**config.mk**
```make
export PLATFORM = sky130hd
export DESIGN_NAME = jtdsp16_sio_rx
export DESIGN_NICKNAME = d
export VERILOG_FILES = /design/src/rtl/jtdsp16_sio_rx_pkg.sv /design/src/rtl/jtdsp16_sio_rx.sv
export SDC_FILE = /design/constraint.sdc
export NUM_CORES = 1
export LEC_CHECK = 0
export ABC_AREA = 0
export CAP_MARGIN = 5
export CORE_MARGIN = 2
export CORE_UTILIZATION = 35
export DETAILED_ROUTE_END_ITERATION = 6
export SLEW_MARGIN = 5
export SYNTH_ARGS = -nofsm -noshare
export SYNTH_HDL_FRONTEND = slang
export SYNTH_SLANG_ARGS = --single-unit
```
**constraint.sdc**
```tcl
create_clock -name clk -period 2.6 [get_ports clk]
set_input_delay 0.52 -clock clk [delete_from_list [all_inputs] [get_ports clk]]
set_output_delay 0.52 -clock clk [all_outputs]
set_load 0.1 [all_outputs]
```
**src/rtl/jtdsp16_sio_rx_pkg.sv**
```systemverilog
// Shared SIO word/address geometry and default channel addresses for the
// DSP16 serial-output receiver.
package jtdsp16_sio_rx_pkg;

   localparam int WORD_W = 16;
   localparam int ADDR_W = 8;
   localparam int CNT_W  = 5;

   localparam logic [ADDR_W-1:0] DEF_ADDR_L = 8'h00;
   localparam logic [ADDR_W-1:0] DEF_ADDR_R = 8'h01;

   typedef enum logic {
      CH_L = 1'b0,
      CH_R = 1'b1
   } chan_e;

endpackage

```
**src/rtl/jtdsp16_sio_rx.sv**
```systemverilog
// DSP16 SIO output deserialiser: rebuilds 16-bit words from ock/sio_do/old/sadd
// and routes them into left/right sample registers.
module jtdsp16_sio_rx
   import jtdsp16_sio_rx_pkg::*;
#(
   parameter logic [7:0] ADDR_L  = DEF_ADDR_L,
   parameter logic [7:0] ADDR_R  = DEF_ADDR_R,
   parameter bit         ADDR_EN = 1'b1
) (
   input  logic        clk,
   input  logic        rst_n,
   input  logic        cen,
   input  logic        ock,
   input  logic        sio_do,
   input  logic        old,
   input  logic        sadd,
   output logic [15:0] left,
   output logic [15:0] right,
   output logic        sample_stb,
   output logic        frame_err,
   output logic        addr_miss,
   output logic [7:0]  debug_addr
);

   logic              last_ock;
   logic [CNT_W-1:0]  cnt;
   logic [WORD_W-1:0] dsr;
   logic [ADDR_W-1:0] asr;
   logic              done;
   chan_e             toggle;

   logic strobe, abort, complete;
   logic to_left, to_right, miss;

   always_comb begin
      strobe   = ock & ~last_ock & ~old;
      abort    = old & (cnt != '0);
      complete = strobe & (cnt == 5'd15);
      to_left  = 1'b0;
      to_right = 1'b0;
      miss     = 1'b0;
      if (ADDR_EN) begin
         // Equal L/R addresses resolve to the left channel.
         to_left  = (asr == ADDR_L);
         to_right = !to_left && (asr == ADDR_R);
         miss     = !to_left && !to_right;
      end else begin
         to_left  = (toggle == CH_L);
         to_right = (toggle == CH_R);
      end
   end

   always_ff @(posedge clk or negedge rst_n) begin
      if (!rst_n) begin
         last_ock   <= 1'b0;
         cnt        <= '0;
         dsr        <= '0;
         asr        <= '0;
         done       <= 1'b0;
         toggle     <= CH_L;
         left       <= '0;
         right      <= '0;
         sample_stb <= 1'b0;
         frame_err  <= 1'b0;
         addr_miss  <= 1'b0;
         debug_addr <= '0;
      end else if (cen) begin
         last_ock   <= ock;
         sample_stb <= 1'b0;
         frame_err  <= 1'b0;
         addr_miss  <= 1'b0;
         done       <= complete;
         if (strobe) begin
            dsr <= {dsr[WORD_W-2:0], sio_do};
            if (cnt < 5'd8) asr <= {asr[ADDR_W-2:0], sadd};
            cnt <= complete ? '0 : cnt + 5'd1;
         end else if (abort) begin
            cnt       <= '0;
            frame_err <= 1'b1;
         end
         // Routing runs one cycle after the 16th bit, so a following word may
         // already be shifting in; dsr/asr still hold the finished word here.
         if (done) begin
            debug_addr <= asr;
            addr_miss  <= miss;
            if (to_left) left <= dsr;
            if (to_right) begin
               right      <= dsr;
               sample_stb <= 1'b1;
            end
            if (!ADDR_EN) toggle <= (toggle == CH_L) ? CH_R : CH_L;
         end
      end
   end

endmodule
```
==> out/qor.txt <==
Seq cells post-synth: 74
Worst path max stage delay: 560 ps
gr ovfl total: 0
filler instances: 772
VDD IR max: 0.329 mV
outcome: completed
routed wire length: 5260 um
cell area after synthesis: 2990 um2
largest area contributor in the netlist: dfrtp_1
H-tree levels: 3
syn_nets: 195
die height: 96.4 um
Avg Inst Size Synth: 16.1 um2
CP Data Required Time: 2830 ps
total setup buffers inserted after CTS: 0
Setup TNS: 0 ps
Clock Latency Late Sink: 340 ps
PortBufs: 49
Synth warnings: 0
Total GRT Usage: 12.5%
TritonCTS Buffers: 9
Nets: 253
cell area after layout: 3720 um2
I/O Pins: 50
Tightest Pin Transition: 452 ps
final hold vios: 0
Reg clk slew, reported paths: 70 ps
Die W: 96.4 um
CP arrival: 2180 ps
min Tclk post-route: 1960 ps
WL/cell: 14.9 um
post-detail-place hpwl: 3500 um
slowest cell on the critical path: clkdlybuf4s50_1
CTS Root Cell: clkbuf_8
max-slew violation count: 0
switching power total: 696 uW
Worst slew margin: 69.8%
GP Congestion: 0.753
Gate power share: 12.6%
pre-CTS setup slack: 261 ps
CTS Hold Buffers Added: 0
largest net degree at the start of global routing: 45
Synth area leaders: dfrtp_1, mux2_2, mux2_4
critical path peak fanout: 17
vias in the first global route: 1681
Crit path buffers/inverters: 1
internal power consumption: 1.90 mW
Cells after DPL: 338
Num Clock Sinks: 74
RSZ-0062 raised after global routing: false
Distinct cells, synth: 30
antenna violations before repair: 0
Pre-Repair DR Iteration Count: 4
Initial Util: 36.2%
vias per std cell: 4.71
register area share after synthesis: 62.0%
post_cts resized: 0
Fmax: 511 MHz
via count: 1666
area grow syn2layout: 24.5%
sw frac: 26.8%
Final Non-Filler Cells: 354
worst-case clock buffer depth: 2
Core ar.: 8260 um2
Final setup viols: 0
WHS: 106 ps
Detail Route Antenna Nets: 0
Gate Count Post-Synth: 186
row count: 33
Synth top area share: 62.0%
max cap viols: 0
crit-path cells: clkdlybuf4s50_1, and2_1, nand4_4, mux2_4
Die ar.: 9290 um2
Seq pwr share: 52.4%
cell leakage power: 1.95 nW
Hold/Removal Path Class: input port to asynchronous set/reset pin
DRT iter0 DRCs: 44
first-pass GRT wire length: 8600 um
# diodes: 0
Tcrit/Tclk final: 75.2%
# DRC: 0
worst clock skew: 8.38 ps
total power: 2.59 mW
Area after DPL: 3510 um2
crit path kind: input port to flop
startpoint types: input port
clock network fraction of design power: 35.0%
layout cell share with drive strength beyond 1: 53.8%
CTS tree: built
post-layout util: 45.0%
fin worst setup slack: 644 ps
CP endpoint kind: flop
pwr/cell area: 697 nW/um2
CP top delay family: simple AND/OR/NAND/NOR gates
-- registers in the layout, summed over array words and instances, names as in the netlist, 5 cells and up --
signal,cells
asr,8
cnt,5
debug_addr,8
dsr,16
left,16
right,16
-- power by group through the flow --
stage	sequential [mW]	combinational [mW]	clock, mW
after floorplan	1.39	0.207	0
after global placement	1.38	0.329	0
after detailed placement	1.38	0.332	0
after CTS	1.36	0.333	0.940
after global routing	1.38	0.356	1.00
final	1.36	0.327	0.907
-- cell usage after synthesis, drive strengths merged --
cell     count
nand4b       2
clkbuf       1
a31oi        1
o2bb2ai      3
nor4bb       1
or4b         1
o21a         1
o21ai        3
nor4         1
nor2b        1
nand4bb      1
nor3         1
or3          1
mux2i        2
dfrtp       74
and2         2
ha           2
nand3        3
buf          5
a22o         2
mux2        65
a21oi        1
nand4        1
inv          5
nand2        4
nor3b        1
a21o         1
-- worst paths after layout --
check | startpoint | endpoint | slack (ps) | cells past startpoint
worst max-delay path | cen | right[12] | 640 | 4
worst min-delay path | rst_n | debug_addr[0] | 110 | 1
worst max register to register | asr[5] | right[12] | 680 | 3
worst min register to register | addr_miss | addr_miss | 490 | 1
max in group asynchronous | rst_n | debug_addr[1] | 1930 | 2
min in group clk | addr_miss | addr_miss | 490 | 1
-- layer usage --
metal | global-route usage [%] | vias up | wire (um)
met5 | 0 | - | 0
met4 | 4.23 | 0 | 79
met3 | 4.65 | 7 | 285
met2 | 18.3 | 27 | 2420
met1 | 17.2 | 844 | 2470
li1 | - | 788 | -
-- kinds of logic after synthesis --
group | after synthesis | share of synthesized area, %
AO/OA/AOI/OAI | 12 | 2.85
AND/OR/NAND/NOR | 20 | 5.99
adder cells (fa/ha/maj) | 2 | 0.838
buffers and inverters | 11 | 2.01
multiplexers | 67 | 26.3
flip-flops | 74 | 62.0
-- final cells by class --
type	count	area, um2	share of cell area, %
well taps	105	131	3.53
clock inverters	4	50.0	1.35
repair buffers	53	423	11.4
inverters	5	18.8	0.505
clock buffers	12	155	4.17
multi-input cells	101	1090	29.3
flip-flops and latches	74	1850	49.8
-- placed cells by master (no fill, tap or decap) --
| cell type | synthesis | routed |
|---|---|---|
| and2_1 | 2 | 2 |
| a21o_1 | 1 | 1 |
| ha_1 | 2 | 2 |
| nand3_1 | 3 | 3 |
| nor3b_1 | 1 | 1 |
| clkinvlp_4 | 0 | 2 |
| o2bb2ai_1 | 3 | 3 |
| o21a_1 | 1 | 1 |
| dfrtp_1 | 74 | 74 |
| or3_1 | 1 | 1 |
| inv_1 | 5 | 5 |
| mux2_2 | 56 | 56 |
| nand4b_1 | 1 | 1 |
| nand4_4 | 1 | 1 |
| nor3_2 | 1 | 1 |
| buf_12 | 0 | 1 |
| mux2_4 | 9 | 9 |
| mux2i_1 | 2 | 2 |
| buf_4 | 0 | 47 |
| bufinv_16 | 0 | 1 |
| clkinv_2 | 0 | 1 |
| nor2b_1 | 1 | 1 |
| o21ai_0 | 3 | 3 |
| nor4bb_4 | 0 | 1 |
| nor4_4 | 1 | 1 |
| clkbuf_1 | 1 | 1 |
| clkbuf_8 | 0 | 11 |
| nand2_1 | 4 | 4 |
| a21oi_1 | 1 | 1 |
| a31oi_1 | 1 | 1 |
| clkdlybuf4s50_1 | 0 | 5 |
| nand4bb_1 | 1 | 1 |
| or4b_2 | 1 | 1 |
| nand4b_4 | 1 | 1 |
| a22o_1 | 2 | 2 |
(Power assumes the default switching activity.)
